File: config.mk
export PLATFORM = sky130hd
export DESIGN_NAME = mul_share_arb
export DESIGN_NICKNAME = d
export VERILOG_FILES = /design/src/rtl/mul_arb_pkg.sv /design/src/rtl/rr_arbiter.sv /design/src/rtl/mul_share_arb.sv
export SDC_FILE = /design/constraint.sdc
export NUM_CORES = 1
export LEC_CHECK = 0
export ABC_AREA = 0
export CORE_AREA = 2 2 180 182
export DETAILED_ROUTE_END_ITERATION = 6
export DIE_AREA = 0 0 182 184
export GPL_ROUTABILITY_DRIVEN = 0
export GPL_TIMING_DRIVEN = 0
export PLACE_DENSITY = 0.57
export REMOVE_ABC_BUFFERS = 1
export SYNTH_ARGS = -nofsm -noshare
export SYNTH_HDL_FRONTEND = slang
export SYNTH_HIERARCHICAL = 1
export SYNTH_SLANG_ARGS = --single-unit
export TNS_END_PERCENT = 5
File: constraint.sdc
create_clock -name CLK -period 2.8 [get_ports CLK]
set_clock_uncertainty 0.2 [all_clocks]
set_input_delay 0.28 -clock CLK [delete_from_list [all_inputs] [get_ports CLK]]
set_output_delay 0.28 -clock CLK [all_outputs]
set_load 0.02 [all_outputs]
File: src/rtl/mul_arb_pkg.sv
// Shared configuration, tag/pick types and the round-robin search used by the
// multiplier-sharing arbiter.
package mul_arb_pkg;
  localparam int WIDTH   = 32;
  localparam int NREQ    = 4;
  localparam int LAT     = 2;
  localparam int MAX_REQ = 8;
  localparam int REQ_W   = $clog2(NREQ);
  localparam int CNT_W   = $clog2(LAT + 2);

  typedef struct packed {
    logic             v;
    logic [REQ_W-1:0] id;
  } tag_t;

  typedef struct packed {
    logic found;
    int   idx;
  } pick_t;

  // Scan from the far end back towards ptr so the nearest valid index wins.
  function automatic pick_t rr_pick(input logic [MAX_REQ-1:0] valid,
                                    input int ptr, input int n);
    pick_t r;
    int    idx;
    r = '0;
    for (int k = MAX_REQ - 1; k >= 0; k--) begin
      if (k < n) begin
        idx = (ptr + k) % n;
        if (valid[idx]) begin
          r.found = 1'b1;
          r.idx   = idx;
        end
      end
    end
    return r;
  endfunction
endpackage

File: src/rtl/rr_arbiter.sv
// Round-robin arbiter: priority pointer register plus combinational pick.
module rr_arbiter
  import mul_arb_pkg::*;
#(
  parameter  int NREQ = 4,
  localparam int RW   = $clog2(NREQ)
) (
  input  logic            clk_i,
  input  logic            rst_i,
  input  logic            en_i,
  input  logic [NREQ-1:0] valid_i,
  output logic [NREQ-1:0] gnt_o,
  output logic [RW-1:0]   gnt_idx_o,
  output logic            gnt_vld_o
);
  logic [RW-1:0] ptr_q, ptr_d;
  pick_t         pick;

  always_comb begin
    pick      = rr_pick(MAX_REQ'(valid_i), int'(ptr_q), NREQ);
    gnt_idx_o = RW'(pick.idx);
    gnt_vld_o = pick.found & en_i;
    gnt_o     = '0;
    if (gnt_vld_o) gnt_o[gnt_idx_o] = 1'b1;
    ptr_d = ptr_q;
    if (gnt_vld_o) ptr_d = (gnt_idx_o == RW'(NREQ - 1)) ? '0 : gnt_idx_o + 1'b1;
  end

  always_ff @(posedge clk_i or posedge rst_i) begin
    if (rst_i) ptr_q <= '0;
    else       ptr_q <= ptr_d;
  end
endmodule

File: src/rtl/mul_share_arb.sv
// Shares one fixed-latency pipelined multiplier among NREQ requesters; tags
// each issue and steers the product back to its owner LAT+1 cycles later.
module mul_share_arb
  import mul_arb_pkg::*;
(
  input  logic                    CLK,
  input  logic                    RST,
  input  logic                    en,
  input  logic [NREQ-1:0]         req_valid,
  output logic [NREQ-1:0]         req_ready,
  input  logic [NREQ*WIDTH-1:0]   req_mx,
  input  logic [NREQ*WIDTH-1:0]   req_my,
  output logic [WIDTH-1:0]        mul_mx,
  output logic [WIDTH-1:0]        mul_my,
  input  logic [2*WIDTH-1:0]      mul_product,
  output logic [NREQ-1:0]         rsp_valid,
  output logic [2*WIDTH-1:0]      rsp_product,
  output logic                    busy
);
  logic [NREQ-1:0]  gnt;
  logic [REQ_W-1:0] gnt_idx;
  logic             issue;
  logic             rsp_v;

  logic [WIDTH-1:0] mx_q, mx_d, my_q, my_d;
  tag_t [LAT:0]     tag_q, tag_d;
  tag_t             tag_in;
  logic [CNT_W-1:0] cnt_q, cnt_d;

  // Grants are masked while reset is held so req_ready reads zero throughout.
  rr_arbiter #(.NREQ(NREQ)) u_arb (
    .clk_i     (CLK),
    .rst_i     (RST),
    .en_i      (en & ~RST),
    .valid_i   (req_valid),
    .gnt_o     (gnt),
    .gnt_idx_o (gnt_idx),
    .gnt_vld_o (issue)
  );

  assign req_ready   = gnt;
  assign rsp_v       = tag_q[LAT].v;
  assign rsp_product = mul_product;
  assign mul_mx      = mx_q;
  assign mul_my      = my_q;
  assign busy        = (cnt_q != '0);

  always_comb begin
    mx_d = mx_q;
    my_d = my_q;
    if (issue) begin
      mx_d = req_mx[int'(gnt_idx)*WIDTH +: WIDTH];
      my_d = req_my[int'(gnt_idx)*WIDTH +: WIDTH];
    end
    tag_in.v  = issue;
    tag_in.id = gnt_idx;
    tag_d     = {tag_q[LAT-1:0], tag_in};
    unique case ({issue, rsp_v})
      2'b10:   cnt_d = cnt_q + CNT_W'(1);
      2'b01:   cnt_d = cnt_q - CNT_W'(1);
      default: cnt_d = cnt_q;
    endcase
    rsp_valid = '0;
    if (rsp_v) rsp_valid[tag_q[LAT].id] = 1'b1;
  end

  always_ff @(posedge CLK or posedge RST) begin
    if (RST) begin
      mx_q  <= '0;
      my_q  <= '0;
      tag_q <= '0;
      cnt_q <= '0;
    end else begin
      mx_q  <= mx_d;
      my_q  <= my_d;
      tag_q <= tag_d;
      cnt_q <= cnt_d;
    end
  end
endmodule

Word level (Yosys, flattened, before mapping). Cells that the tools add are included.

Add/subtract/negate cells: 6. Multiplexer cells: 23. Order comparisons: 8. Bitwise gates (word level): 6. Shifts and indexed selects: 2. Reduce and logical (&&, ||, !) cells: 7. Equal/unequal tests: 3.

Operators by type and width (count): $shiftx A128 B8 Y32 (2); $mux W33 (4); $lt A3 B5 Y1 const B (3); $bmux W1 S3 (3); $mux W1 (9); $mux W4 (2); $add A2 B1 Y2 const B (3); $lt A2 B3 Y1 const B (2); $reduce_or A2 Y1 (3); $add A2 B2 Y2 const B (2); $demux W1 S2 (2); $eq A2 B2 Y1 const B (2); $ge A2 B1 Y1 const B (2); $lt A2 B4 Y1 const B (1); $pmux W2 S2 (1); $reduce_bool A2 Y1 (2); $and A1 B1 Y1 const A (3); $and A1 B1 Y1 (2); $bmux W1 S2 (1); $eq A2 B1 Y1 const B (1); $logic_and A1 B1 Y1 (2); $mux W2 (1); $sub A2 B1 Y2 const B (1); $not A1 Y1 (1).

Input port bits: 327. Register bits: 77. Word-level logic and storage cells: 65. Output and inout port bits: 137.

Logic depth before layout (Yosys ltp).
Word-level depth: 15. Mapped depth: 9. Mapped depth without buffers: 8.

Cells and area by module. Netlist, hierarchy kept.

By module, submodules not included: mul_share_arb (sequential area each 1876.8 um^2, cells an instance 445, area each 4961.0 um^2, instances 1); rr_arbiter (sequential area each 50.0 um^2, cells an instance 27, area each 216.5 um^2, instances 1).

Least setup slack after synthesis. OpenSTA, ideal clock, no wires.

Kind: flip-flop to flip-flop. From: register u_arb.ptr_q[1]. To: register my_q[5] (netlist: mul_my[5]). Path buffers: 2. Data required time: 2482 ps. Library setup time: 118 ps. Period minus slack after synthesis: 2249 ps. Arrival: 1930 ps. Path slack: 551 ps. Stages on the path, launching flop included: 9. Cell sequence: dfrtp_1 -> mux2i_1 -> nor2_1 -> a311oi_4 -> buf_6 -> buf_8 -> mux2i_1 -> o22ai_1 -> a21o_1.

Cells in the longest elaborated chain, start to end: 11. Elaborated cells on any way between the ends: 26. Classes of those cells: add/sub (3); shift (1); mux (15); bitwise (4); reduce/logical (3).

RTL lines: start: declaration (line rr_arbiter.sv:16) `logic [RW-1:0] ptr_q, ptr_d;`; start signal: assignment (line rr_arbiter.sv:31) `else ptr_q <= ptr_d;`; $add A2 B2 Y2 (line mul_arb_pkg.sv:29) `idx = (ptr + k) % n;`; $reduce_or A2 Y1 (no source line); $and A1 B1 Y1 (no source line); $bmux W1 S3 (line mul_arb_pkg.sv:30) `if (valid[idx]) begin`; $mux W1 (implied by the code) (2 in a row) (line mul_arb_pkg.sv:30); $mux W33 (3 in a row) (line mul_arb_pkg.sv:30); $mux W33 (*) (line mul_arb_pkg.sv:30); named net gnt_idx[0] (line mul_share_arb.sv:21) `logic [REQ_W-1:0] gnt_idx;`; $shiftx A128 B8 Y32 (*) (line mul_share_arb.sv:53) `my_d = req_my[int'(gnt_idx)*WIDTH +: WIDTH];`; end signal: assignment (line mul_share_arb.sv:75) `my_q <= my_d;`; end: declaration (line mul_share_arb.sv:25) `logic [WIDTH-1:0] mx_q, mx_d, my_q, my_d;`.

The timed path passes the listed nets; every way through them passes the cells marked *. The select of a mux whose other input is x is not followed. A chain may end at the register's enable or synchronous reset.

Worst setup path in the final report.
From: input req_valid[3]. To: register mx_q[4] (netlist: mul_mx[4]).

Cells in the longest elaborated chain, start to end: 8. Elaborated cells on any way between the ends: 17. Classes of those cells: shift (1); mux (15); bitwise (1).

RTL lines: start: declaration (line mul_share_arb.sv:9) `input logic [NREQ-1:0] req_valid,`; $bmux W1 S3 (line mul_arb_pkg.sv:30); $mux W1 (implied by the code) (2 in a row) (line mul_arb_pkg.sv:30); $mux W33 (3 in a row) (line mul_arb_pkg.sv:30); $mux W33 (*) (line mul_arb_pkg.sv:30); named net gnt_idx[0] (line mul_share_arb.sv:21); $shiftx A128 B8 Y32 (*) (line mul_share_arb.sv:52) `mx_d = req_mx[int'(gnt_idx)*WIDTH +: WIDTH];`; end signal: assignment (line mul_share_arb.sv:74) `mx_q <= mx_d;`; end: declaration (line mul_share_arb.sv:25).

Marked as above.

==> flow_metrics.tcl <==
set metrics [dict create \
    combPwrFrac_pct 51.3 \
    r2r_start "u_arb/ptr_q[1]" \
    clock_path_buffers 2 \
    via_per_inst 4.17 \
    drive_gt1_share_pct 6.04 \
    critPathLaunch "req_valid[3]" \
    dp_hpwl_um 18200 \
    dpl_cell_area_um2 8430 \
    rsz0062_at_grt "yes" \
    hold_violations 0 \
    core_um2 31400 \
    seq_power_share_pct 29.2 \
    power_switching_mw 1.98 \
    whs_ps 147 \
    power_density_nw_per_um2 641 \
    synth_xor_area_share_pct 0.677 \
    die_area_um2 33500 \
    yosys.area_share.simple_pct 1.86 \
    multiInputGateArea_um2 2430 \
    drt_iter0_drc 143 \
    cp-start-kind "primary input" \
    grt_antenna_before_repair 0 \
    path_cells "clkdlybuf4s50_1 > inv_1 > a311oi_4 > buf_6 > buf_12 > buf_16 > buf_12 > buf_12 > mux2i_1 > o22ai_1 > a21o_1" \
    internal_power_mw 3.69 \
    post_drt_wl_per_cell_um 20.5 \
    final_nets 1068 \
    placedCellCount 1123 \
    worst_pin_slew_ps 861 \
    path_common_cell "buf_12" \
    cp.depth 11 \
    synthTopCellsByArea "dfrtp_1 (37%), mux2i_1 (25%), a21o_1 (9.3%)" \
    drt_first_pass_iters 4 \
    p_leak_nw 4.10 \
    fin_crit_ps 2730 \
    synth.top_cell.area_share_pct 37.2 \
    n_antenna_cell 0 \
    std_cell_rows 65 \
    chipHeight_um 184 \
    num_vias 4788 \
    cp_slowest_cell "clkdlybuf4s50_1" \
    crit_buf_inv 7 \
    drv_cap 0 \
    crit_family "buffers and inverters" \
    clock_sinks 77 \
    numPortBuffers 335 \
    cts_tree "yes" \
    pwr-share-clk_pct 19.5 \
    worst_setup_path_end_kind "register" \
    htree_num_levels 3 \
    yosysSeqAreaShare_pct 37.2 \
    ir_worst_vdd_uv 311 \
    postSynthAreaPerCell_um2 11.0 \
    hp-class "reg -> reg" \
    holdPathStages 0 \
    muxShareOfSynthArea_pct 24.9 \
    ys.flop_type "dfrtp_1" \
    timing.fmax_mhz 366 \
    ff_latch_area_um2 1930 \
    grt_usage_pct 13.3 \
    synth_adder_area_share_pct 0.242 \
    drc 0 \
    initial_core_util_pct 16.5 \
    slew_headroom_pct 42.6 \
    synth_common_cells "mux2i_1 (129), dfrtp_1 (77), a21o_1 (64), buf_4 (64), o22ai_1 (64)" \
    finalInstanceArea_um2 8830 \
    setup_viol 0 \
    n_fill_cell 3309 \
    synth.most_common_cell "mux2i_1" \
    status "complete, no violations" \
    first_global_vias 4822 \
    cp.required_ps 2830 \
    yosysWarnings 6 \
    slowest_delay_ps 600 \
    synth.distinct_cells 33 \
    cts_made_buffers 9 \
    die_w_um 182 \
    fin_cells 1147 \
    netlist_area_um2 5180 \
    synth_edf_count 0 \
    yosysTopAreaCell "dfrtp_1" \
    min_from "tag_d[3]" \
    ys_async_sr_fraction_pct 100 \
    yosys_register_bits 77 \
    ff2ff_path_depth 11 \
    slew_viol_final 0 \
    globalRoute.totalOverflow 0 \
    p_sw_share_pct 34.9 \
    cp.arrival_ps 2760 \
    min_period_over_period_pct 97.6 \
    root_buffer "clkbuf_16" \
    io_pins 464 \
    ant_nets 0 \
    grt_pass1_wl_um 32300 \
    synth_top_family_by_area "multiplexers" \
    path_class "in -> reg" \
    drt-total-wl_um 23600 \
    synth_compound_gate_area_share_pct 18.7 \
    clk_pin_slew_ps 60 \
    syn_inst 472 \
    critPathMaxFanout 20 \
    worst_skew_pair.late_latency_ps 340 \
    area_growth_pct 70.6 \
    grt_max_degree 66 \
]
-- worst register-to-register path: stages, from the launching register on --
cell	delay, ps
dfrtp_2	420
mux2i_1	200
nor2_1	80
a311oi_4	360
buf_6	190
buf_12	150
buf_16	200
buf_12	180
buf_12	140
mux2i_1	200
o22ai_1	110
a21o_1	200
-- power groups by stage --
stage,combinational (mW),sequential [mW],clock (mW)
finish,2.90,1.65,1.11
floorplan,1.25,2.03,0
global placement,2.98,1.66,0
CTS,2.86,1.66,1.20
detailed placement,2.83,1.67,0
global route,3.07,1.70,1.24
-- kinds of logic (layout without fill, tap and decap cells) --
kind of cell / after synthesis / count (layout)
compound gates: 137 / 137
xor+xnor: 4 / 4
fa+ha+maj: 1 / 1
buf+inv: 105 / 378
flops: 77 / 77
mux: 129 / 129
simple gates: 19 / 19
-- sequential cells by signal (all words and copies together), names as in the netlist --
register	cells
cnt_q	2
mul_my	32
u_arb/ptr_q	2
tag_q	2
tag_d	6
rsp_v	1
mul_mx	32
-- area by class of cell --
cell class,instances,area share (%)
sequential,77,21.8
inverter,6,0.340
tap,402,5.69
multi-input combinational,290,27.5
timing repair buffer,356,41.5
clock inverter,6,0.453
clock buffer,10,2.59
-- path summary, 6_finish.rpt --
kind	slack, ps	to
max reg2reg	80	mul_mx[4]
max	70	mul_mx[4]
min	150	tag_d[6]
max in group asynchronous	1630	mul_my[22]
min reg2reg	150	tag_d[6]
min in group asynchronous	180	mul_mx[12]
-- per-stage QoR --
| step | util (%) | total power, mW | TNS [ps] | worst slack [ps] |
|---|---|---|---|---|
| finish | 28.1 | 5.66 | 0 | 67.6 |
| global route | 28.1 | 6.01 | -344 | -64.6 |
| CTS | 27.8 | 5.71 | -37.0 | -27.4 |
| detailed placement | 26.8 | 4.50 | -31320 | -898 |
| global placement | 26.2 | 4.64 | -517260 | -6500 |
| floorplan | - | 3.29 | -276750 | -4130 |
-- what timing repair did --
item / CTS / global route
hold buffers: 1 / 0
resized for setup: 11 / 11
endpoints found under the hold margin: 2 / 0
setup endpoints to repair: 42 / 57
pin swaps: 1 / 1
setup buffers: 2 / 8
-- layer usage --
metal / track usage [%] / vias to the layer above / wire length (um)
li1: - / 2205 / -
met1: 14.0 / 2213 / 8950
met2: 19.3 / 348 / 9890
met3: 11.5 / 16 / 4150
met4: 3.19 / 6 / 249
met5: 7.41 / - / 332
-- placed cells by master, fill, tap and decap left out, drive strengths merged --
cell / count
or2: 1
clkinv: 5
and3b: 1
o41ai: 1
dfrtp: 77
nor2: 5
nand2: 5
clkdlybuf4s50: 331
and3: 2
clkbuf: 10
nor3: 1
nand2b: 2
a311oi: 1
mux2i: 129
dlygate4sd2: 1
a21o: 64
clkinvlp: 1
a21oi: 3
xor2: 1
ha: 1
dlymetal6s2s: 3
o22ai: 64
nor3b: 1
o2bb2a: 1
dlygate4sd3: 1
a21boi: 1
o21ai: 2
inv: 6
nor2b: 1
xnor2: 3
buf: 20
No activity file was read; power rests on OpenSTA's default activity.
